===== src/rtl/axis_frame_packer_pkg.sv =====
// Shared types and limits for the frame packer: FSM state encoding and
// the legal range of channels per frame.
package frame_packer_pkg;

  typedef enum logic [1:0] {
    FILL   = 2'd0,
    HOLD   = 2'd1,
    RESYNC = 2'd2
  } state_e;

  localparam int CHANNELS_MIN = 2;
  localparam int CHANNELS_MAX = 16;

endpackage


===== src/rtl/axis_frame_packer_if.sv =====
// Valid/ready stream bundle. It is used for the serial sample side and for
// the packed frame side; last is meaningful on the sample side only.
interface axis_frame_packer_if #(
  parameter int W = 24
);
  logic [W-1:0] data;
  logic         valid;
  logic         last;
  logic         ready;

  modport master (output data, output valid, output last, input  ready);
  modport slave  (input  data, input  valid, input  last, output ready);
endinterface


===== src/rtl/axis_frame_packer_core.sv =====
// Packer datapath and FILL/HOLD/RESYNC control. The error counter exists
// only when FRAME_PACKER_ERR_CNT_EN is defined; otherwise the count reads 0.
module axis_frame_packer_core
  import frame_packer_pkg::*;
#(
  parameter int W   = 24,
  parameter int CH  = 2,
  parameter int ECW = 8
) (
  input  logic                 clk_i,
  input  logic                 reset_i,
  axis_frame_packer_if.slave   s_bus,
  axis_frame_packer_if.master  m_bus,
  output logic                 err_o,
  output logic [ECW-1:0]       err_count_o
);

  localparam int                IDX_W    = $clog2(CH);
  localparam logic [IDX_W-1:0]  IDX_LAST = IDX_W'(CH - 1);

  state_e                 state_q, state_d;
  logic [IDX_W-1:0]       idx_q, idx_d;
  logic [CH-1:0][W-1:0]   slot_q;
  logic                   err_d;
  logic                   s_fire;
  logic                   m_fire;

  // Ready is gated by reset so it reads 0 while reset is held.
  assign s_bus.ready = ~reset_i & (state_q != HOLD);
  assign s_fire      = s_bus.valid & s_bus.ready;
  assign m_bus.valid = (state_q == HOLD);
  assign m_bus.data  = slot_q;
  assign m_bus.last  = 1'b1;
  assign m_fire      = m_bus.valid & m_bus.ready;

  always_ff @(posedge clk_i or posedge reset_i) begin
    if (reset_i) begin
      state_q <= FILL;
      idx_q   <= '0;
      err_o   <= 1'b0;
    end else begin
      state_q <= state_d;
      idx_q   <= idx_d;
      err_o   <= err_d;
    end
  end

  always_comb begin
    state_d = state_q;
    idx_d   = idx_q;
    err_d   = 1'b0;
    case (state_q)
      FILL: begin
        if (s_fire) begin
          if (s_bus.last) begin
            // Last on the final slot completes the frame; earlier is a short frame.
            if (idx_q == IDX_LAST) state_d = HOLD;
            else                   err_d   = 1'b1;
            idx_d = '0;
          end else if (idx_q == IDX_LAST) begin
            err_d   = 1'b1;
            state_d = RESYNC;
            idx_d   = '0;
          end else begin
            idx_d = idx_q + 1'b1;
          end
        end
      end
      HOLD: begin
        if (m_fire) begin
          state_d = FILL;
          idx_d   = '0;
        end
      end
      RESYNC: begin
        if (s_fire && s_bus.last) begin
          state_d = FILL;
          idx_d   = '0;
        end
      end
      default: begin
        state_d = FILL;
        idx_d   = '0;
      end
    endcase
  end

  always_ff @(posedge clk_i or posedge reset_i) begin
    if (reset_i)                        slot_q        <= '0;
    else if (state_q == FILL && s_fire) slot_q[idx_q] <= s_bus.data;
  end

`ifdef FRAME_PACKER_ERR_CNT_EN
  // Counts on the same event that launches err_o, so the count and pulse line up.
  frame_err_counter #(.W(ECW)) u_err_cnt (
    .clk_i   (clk_i),
    .reset_i (reset_i),
    .inc_i   (err_d),
    .count_o (err_count_o)
  );
`else
  assign err_count_o = '0;
`endif

endmodule


===== src/rtl/frame_err_counter.sv =====
// Saturating event counter. It sticks at all-ones and never wraps.
module frame_err_counter #(
  parameter int W = 8
) (
  input  logic         clk_i,
  input  logic         reset_i,
  input  logic         inc_i,
  output logic [W-1:0] count_o
);

  always_ff @(posedge clk_i or posedge reset_i) begin
    if (reset_i)                     count_o <= '0;
    else if (inc_i && (count_o != '1)) count_o <= count_o + 1'b1;
  end

endmodule


===== src/rtl/axis_frame_packer.sv =====
// Packs CHANNELS_P serial samples into one frame, channel 0 in the LSBs.
// Optional saturating framing-error counter: define FRAME_PACKER_ERR_CNT_EN.
module axis_frame_packer
  import frame_packer_pkg::*;
#(
  parameter int WIDTH_P     = 24,
  parameter int CHANNELS_P  = 2,
  parameter int ERR_CNT_W_P = 8
) (
  input  logic                          clk_i,
  input  logic                          reset_i,
  input  logic [WIDTH_P-1:0]            s_data_i,
  input  logic                          s_valid_i,
  input  logic                          s_last_i,
  output logic                          s_ready_o,
  output logic [CHANNELS_P*WIDTH_P-1:0] m_data_o,
  output logic                          m_valid_o,
  input  logic                          m_ready_i,
  output logic                          err_o,
  output logic [ERR_CNT_W_P-1:0]        err_count_o
);

  axis_frame_packer_if #(.W(WIDTH_P))            s_if ();
  axis_frame_packer_if #(.W(CHANNELS_P*WIDTH_P)) m_if ();

  assign s_if.data  = s_data_i;
  assign s_if.valid = s_valid_i;
  assign s_if.last  = s_last_i;
  assign s_ready_o  = s_if.ready;

  assign m_data_o   = m_if.data;
  assign m_valid_o  = m_if.valid;
  assign m_if.ready = m_ready_i;

  axis_frame_packer_core #(
    .W   (WIDTH_P),
    .CH  (CHANNELS_P),
    .ECW (ERR_CNT_W_P)
  ) u_core (
    .clk_i       (clk_i),
    .reset_i     (reset_i),
    .s_bus       (s_if.slave),
    .m_bus       (m_if.master),
    .err_o       (err_o),
    .err_count_o (err_count_o)
  );

endmodule


===== config.mk =====
export PLATFORM = sky130hd
export DESIGN_NAME = axis_frame_packer
export DESIGN_NICKNAME = d
export VERILOG_FILES = /design/src/rtl/axis_frame_packer_pkg.sv /design/src/rtl/axis_frame_packer_if.sv /design/src/rtl/axis_frame_packer_core.sv /design/src/rtl/frame_err_counter.sv /design/src/rtl/axis_frame_packer.sv
export SDC_FILE = /design/constraint.sdc
export NUM_CORES = 1
export LEC_CHECK = 0
export ABC_AREA = 0
export CAP_MARGIN = 20
export CORE_MARGIN = 4
export CORE_UTILIZATION = 35
export CTS_CLUSTER_DIAMETER = 30
export DETAILED_ROUTE_END_ITERATION = 10
export DONT_BUFFER_PORTS = 1
export SLEW_MARGIN = 15
export SYNTH_ARGS = -nofsm -noshare
export SYNTH_HDL_FRONTEND = slang
export SYNTH_SLANG_ARGS = --single-unit

===== constraint.sdc =====
create_clock -name clk_i -period 3.42 [get_ports clk_i]
set_input_delay 0.171 -clock clk_i [delete_from_list [all_inputs] [get_ports clk_i]]
set_output_delay 0.171 -clock clk_i [all_outputs]
set_load 0.02 [all_outputs]

# Yosys cells after proc, flatten, opt, wreduce, memory -nomap -nowiden
# Index checks and enable logic that the tools add are counted.
[totals] regBits=52 output_inout_bits=59 word_cells=46
[classes] addsub=1 magnitude_cmp=2 n_eq_ne=7 n_mux=21 n_bitwise=4 n_reduce_logical=6
[ops] op="$bwmux W48" count=1
[ops] op="$demux W24 S1" count=1
[ops] op="$mux W24" count=1
[ops] op="$mux W2" count=6
[ops] op="$mux W1" count=10
[ops] op="$ne A2 B1 Y1 const B" count=4
[ops] op="$pmux W2 S3" count=1
[ops] op="$reduce_and A4 Y1" count=1
[ops] op="$and A1 B1 Y1" count=3
[ops] op="$logic_and A1 B1 Y1" count=3
[ops] op="$pmux W1 S3" count=1
[ops] op="$reduce_and A3 Y1" count=1
[ops] op="$eq A2 B1 Y1 const B" count=1
[ops] op="$eq A2 B2 Y1 const B" count=1
[ops] op="$logic_not A2 Y1" count=1
[ops] op="$lt A1 B2 Y1 const B" count=1
[ops] op="$ne A2 B2 Y1 const B" count=1
[ops] op="$add A1 B1 Y1 const B" count=1
[ops] op="$ge A1 B1 Y1 const B" count=1
[ops] op="$not A1 Y1" count=1

# Logic depth before layout (Yosys ltp)
[logic_depth] depth_word=6 mapped_depth=5

# Worst setup path before layout
# Ideal clock, no wire load.
[synth_timing] kind="register to register" start="reg u_core.state_q[0]" end="reg u_core.slot_q, in the netlist u_core.m_bus.data[10]" setup_ns=0.125 arrival_ns=1.494 setup_slack_ns=1.801 path_stages_with_launch=6 path_buffers=2 period_less_slack_ns=1.619 path_cell_list="dfrtp_1 -> nor4b_4 -> and2_1 -> buf_6 -> buf_12 -> mux2_2"
[synth_between] elab_chain_cells=4 word_cells_on_any_way=5 cone_classes="eq/ne: 1; bitwise: 2; reduce/logical: 2"
[synth_rtl] item="from (decl)" line="axis_frame_packer_core.sv:21" source="state_e state_q, state_d;"
[synth_rtl] item="from (signal assigned)" line="axis_frame_packer_core.sv:42" source="state_q <= state_d;"
[synth_rtl] item="$ne A2 B1 Y1" line="axis_frame_packer_core.sv:29" source="assign s_bus.ready = ~reset_i & (state_q != HOLD);"
[synth_rtl] item="$and A1 B1 Y1" line="axis_frame_packer_core.sv:29"
[synth_rtl] item="$and A1 B1 Y1" line="axis_frame_packer_core.sv:30" source="assign s_fire = s_bus.valid & s_bus.ready;"
[synth_rtl] item="$logic_and A1 B1 Y1 (*)" line="axis_frame_packer_core.sv:90" source="else if (state_q == FILL && s_fire) slot_q[idx_q] <= s_bus.data;"
[synth_rtl] item="to (signal, indexed assignment)" line="axis_frame_packer_core.sv:90"
[synth_rtl] item="to (decl)" line="axis_frame_packer_core.sv:23" source="logic [CH-1:0][W-1:0] slot_q;"
# Mark *: on every way between the ends. The rest lies on a longest branch, timed or not.
# A chain may end at the register's enable or synchronous reset.

# Worst setup path after layout
# Ends and elaborated chain as after synthesis.

==> results.sh <==
export IMPL_ctsHoldBuffers=2
export IMPL_syn_area_per_cell_um2=15.7
export IMPL_cp_start_kind="register"
export IMPL_drv_slew=0
export IMPL_synth_edff_count=0
export IMPL_fmaxAchievable_mhz=478
export IMPL_final_setup_skew_ps=5.45
export IMPL_initial_core_util_pct=35.9
export IMPL_hold_class="in2reg"
export IMPL_grt_first_pass_wirelength_um=6420
export IMPL_post_route_period_util_pct=61.2
export IMPL_synthesis_area_um2=2120
export IMPL_r2r_cells=4
export IMPL_ys_top_cells_by_area="dfrtp_1 (61%), mux2_2 (25%), buf_4 (2.8%)"
export IMPL_wirelength_um=4060
export IMPL_grt_usage_pct=11.0
export IMPL_antenna_found_initial=0
export IMPL_relSlewSlack_pct=41.4
export IMPL_maxCapViolations=0
export IMPL_whs_path_depth=1
export IMPL_synth_simple_gate_area_share_pct=3.30
export IMPL_slowest_stage="dfrtp_1"
export IMPL_ys_seq_area_share_pct=61.2
export IMPL_synth_fa_ha_area_share_pct=0.589
export IMPL_design_die_area_um2=7380
export IMPL_crit_chain="nor4b_4 > and2_1 > buf_4 > mux2_2"
export IMPL_clockRootBuffer="clkbuf_8"
export IMPL_grt_start_max_net_pins=53
export IMPL_ys_ff_latch=52
export IMPL_hold_viol=0
export IMPL_vias_per_cell=4.79
export IMPL_drt_iter0_markers=24
export IMPL_drc_errors=0
export IMPL_port_buffers=0
export IMPL_end_kind="register"
export IMPL_clk_pin_slew_ps=90
export IMPL_ant_nets=0
export IMPL_finalCriticalPeriod_ps=2090
export IMPL_layout_drive_gt1_share_pct=37.2
export IMPL_vias=1106
export IMPL_die_width_um=85.9
export IMPL_p_leak_nw=1.03
export IMPL_ys_warn_count=0
export IMPL_crit_fanout=16
export IMPL_cp_required_ps=3600
export IMPL_p_per_area_nw_per_um2=958
export IMPL_postSynthCellCount=135
export IMPL_status="finished, final reports clean"
export IMPL_synth_xor_area_share_pct=0
export IMPL_clock_sinks=52
export IMPL_hpwl_um=2930
export IMPL_rsz0062_at_grt="false"
export IMPL_total_power_w=0.00229
export IMPL_synth_compound_gate_area_share_pct=1.94
export IMPL_max_stage_delay_ps=460
export IMPL_ir_worst_vdd_v=0.000322
export IMPL_post_cts_setup_buffers=0
export IMPL_fin_tns_setup_ps=0
export IMPL_setup_viol=0
export IMPL_cts_buffers=5
export IMPL_ys_top_cells_by_count="dfrtp_1 (52), mux2_2 (47), buf_4 (8)"
export IMPL_cp_data_arrival_time_ps=2280
export IMPL_cts_tree="done"
export IMPL_crit_type="reg2reg"
export IMPL_overflow=0
export IMPL_h_tree_depth=2
export IMPL_r2r_setup_slack_ps=1330
export IMPL_synth_top_area_share_pct=61.2
export IMPL_cts_resized=0
export IMPL_gp_routability_congestion=0.697
export IMPL_cts_max_path_buffers=2
export IMPL_muxShareOfSynthArea_pct=25.4
export IMPL_max_slew_worst_pin_slew_ps=879
export IMPL_synthArstFlopShare_pct=100
export IMPL_ys_types=21
export IMPL_layout_nets=185
export IMPL_yosys_cell_count_top_type="dfrtp_1"
export IMPL_wire_per_inst_um=17.6
export IMPL_antennaDiodeCount=0
export IMPL_clock_latency_ps=290
export IMPL_ys_flop_type="dfrtp_1"
export IMPL_grt_pass1_vias=1211
export IMPL_synth_top_family_by_area="multiplexers"
export IMPL_yosys_area_top_type="dfrtp_1"
export IMPL_io_pins=88
export IMPL_fp_row_count=28
export IMPL_coreArea_um2=5920
export IMPL_die_y_um=85.9
export IMPL_synthToLayoutAreaGrowth_pct=12.5
export IMPL_dr_pass1_iters=4
## flip-flops by register name, summed over array words and instances (netlist names)
| name | count |
|---|---|
| u_core.err_o | 1 |
| u_core.m_bus.data | 48 |
| u_core.idx_q | 1 |
| u_core.state_q | 2 |
## area by class of cell
| type | instances | area [µm²] |
|---|---|---|
| fill | 564 | 3530 |
| sequential | 52 | 1300 |
| multi-input combinational | 72 | 694 |
| timing repair buffer | 19 | 188 |
| tap | 75 | 93.8 |
| clock buffer | 7 | 86.3 |
| inverter | 5 | 20.0 |
| clock inverter | 1 | 7.51 |
## layer usage
layer | vias to the layer above | global-route usage [%] | part of all wire (%)
met4 | 0 | 2.59 | 1.0
li1 | 488 | - | -
met3 | 5 | 5.38 | 13
met2 | 64 | 18.1 | 47
met1 | 549 | 13.0 | 39
met5 | - | 0 | 0
## worst max-delay path: cells and delay by family, from the launching register on
family	cells	cell delay, ps
buf+inv	1	330
simple gates	2	810
flops	1	460
mux	1	370
## report_power, final
part	internal (W)	switching, W
Combinational	0.000280	0.000155
Clock	0.000165	0.000191
Sequential	0.000914	0.000586
## cells by family (layout without fill, tap and decap cells)
group                    Yosys count  in the layout
adder cells (fa/ha/maj)            1              1
AO/OA/AOI/OAI                      6              6
flip-flops                        52             52
buffers and inverters             18             32
multiplexers                      48             48
other                              1              8
AND/OR/NAND/NOR                    9              9
## worst paths after layout
path | startpoint | to
max | u_core.state_q[0]$_DFFE_PP0P_ | u_core.m_bus.data[10]$_DFFE_PP0P_
min | s_data_i[16] | u_core.m_bus.data[16]$_DFFE_PP0P_
max reg2reg | u_core.state_q[0]$_DFFE_PP0P_ | u_core.m_bus.data[10]$_DFFE_PP0P_
min reg2reg | u_core.state_q[0]$_DFFE_PP0P_ | u_core.state_q[1]$_DFFE_PP0P_
max in group asynchronous | reset_i | u_core.m_bus.data[29]$_DFFE_PP0P_
min in group asynchronous | reset_i | u_core.state_q[1]$_DFFE_PP0P_
## layout by cell type, fill, tap and decap left out
cell type / instances
a211oi_1: 1
conb_1: 8
clkbuf_1: 1
ha_1: 1
a21oi_1: 1
nor4b_4: 1
dlygate4sd3_1: 18
mux2_2: 47
nand2_2: 1
buf_4: 1
a32oi_1: 1
clkinvlp_4: 1
nor3b_1: 1
o21ai_0: 2
nor2b_1: 2
dfrtp_1: 52
mux2_1: 1
inv_1: 4
nor2_1: 2
clkbuf_8: 6
and2_1: 2
a32o_1: 1
clkinv_2: 1
## stage by stage
stage / instances / utilization [%] / instance area, µm² / hold slack [ps] / worst slack, ps
floorplan: 142 / - / 2150 / 262 / 1800
global placement: 205 / 35.7 / 2120 / 267 / 1390
detailed placement: 205 / 35.7 / 2120 / 287 / 1270
CTS: 215 / 37.7 / 2230 / 4.62 / 1270
global route: 231 / 40.4 / 2390 / -0.487 / 1190
finish: 231 / 40.4 / 2390 / 19.2 / 1330
(Power assumes the default switching activity.)
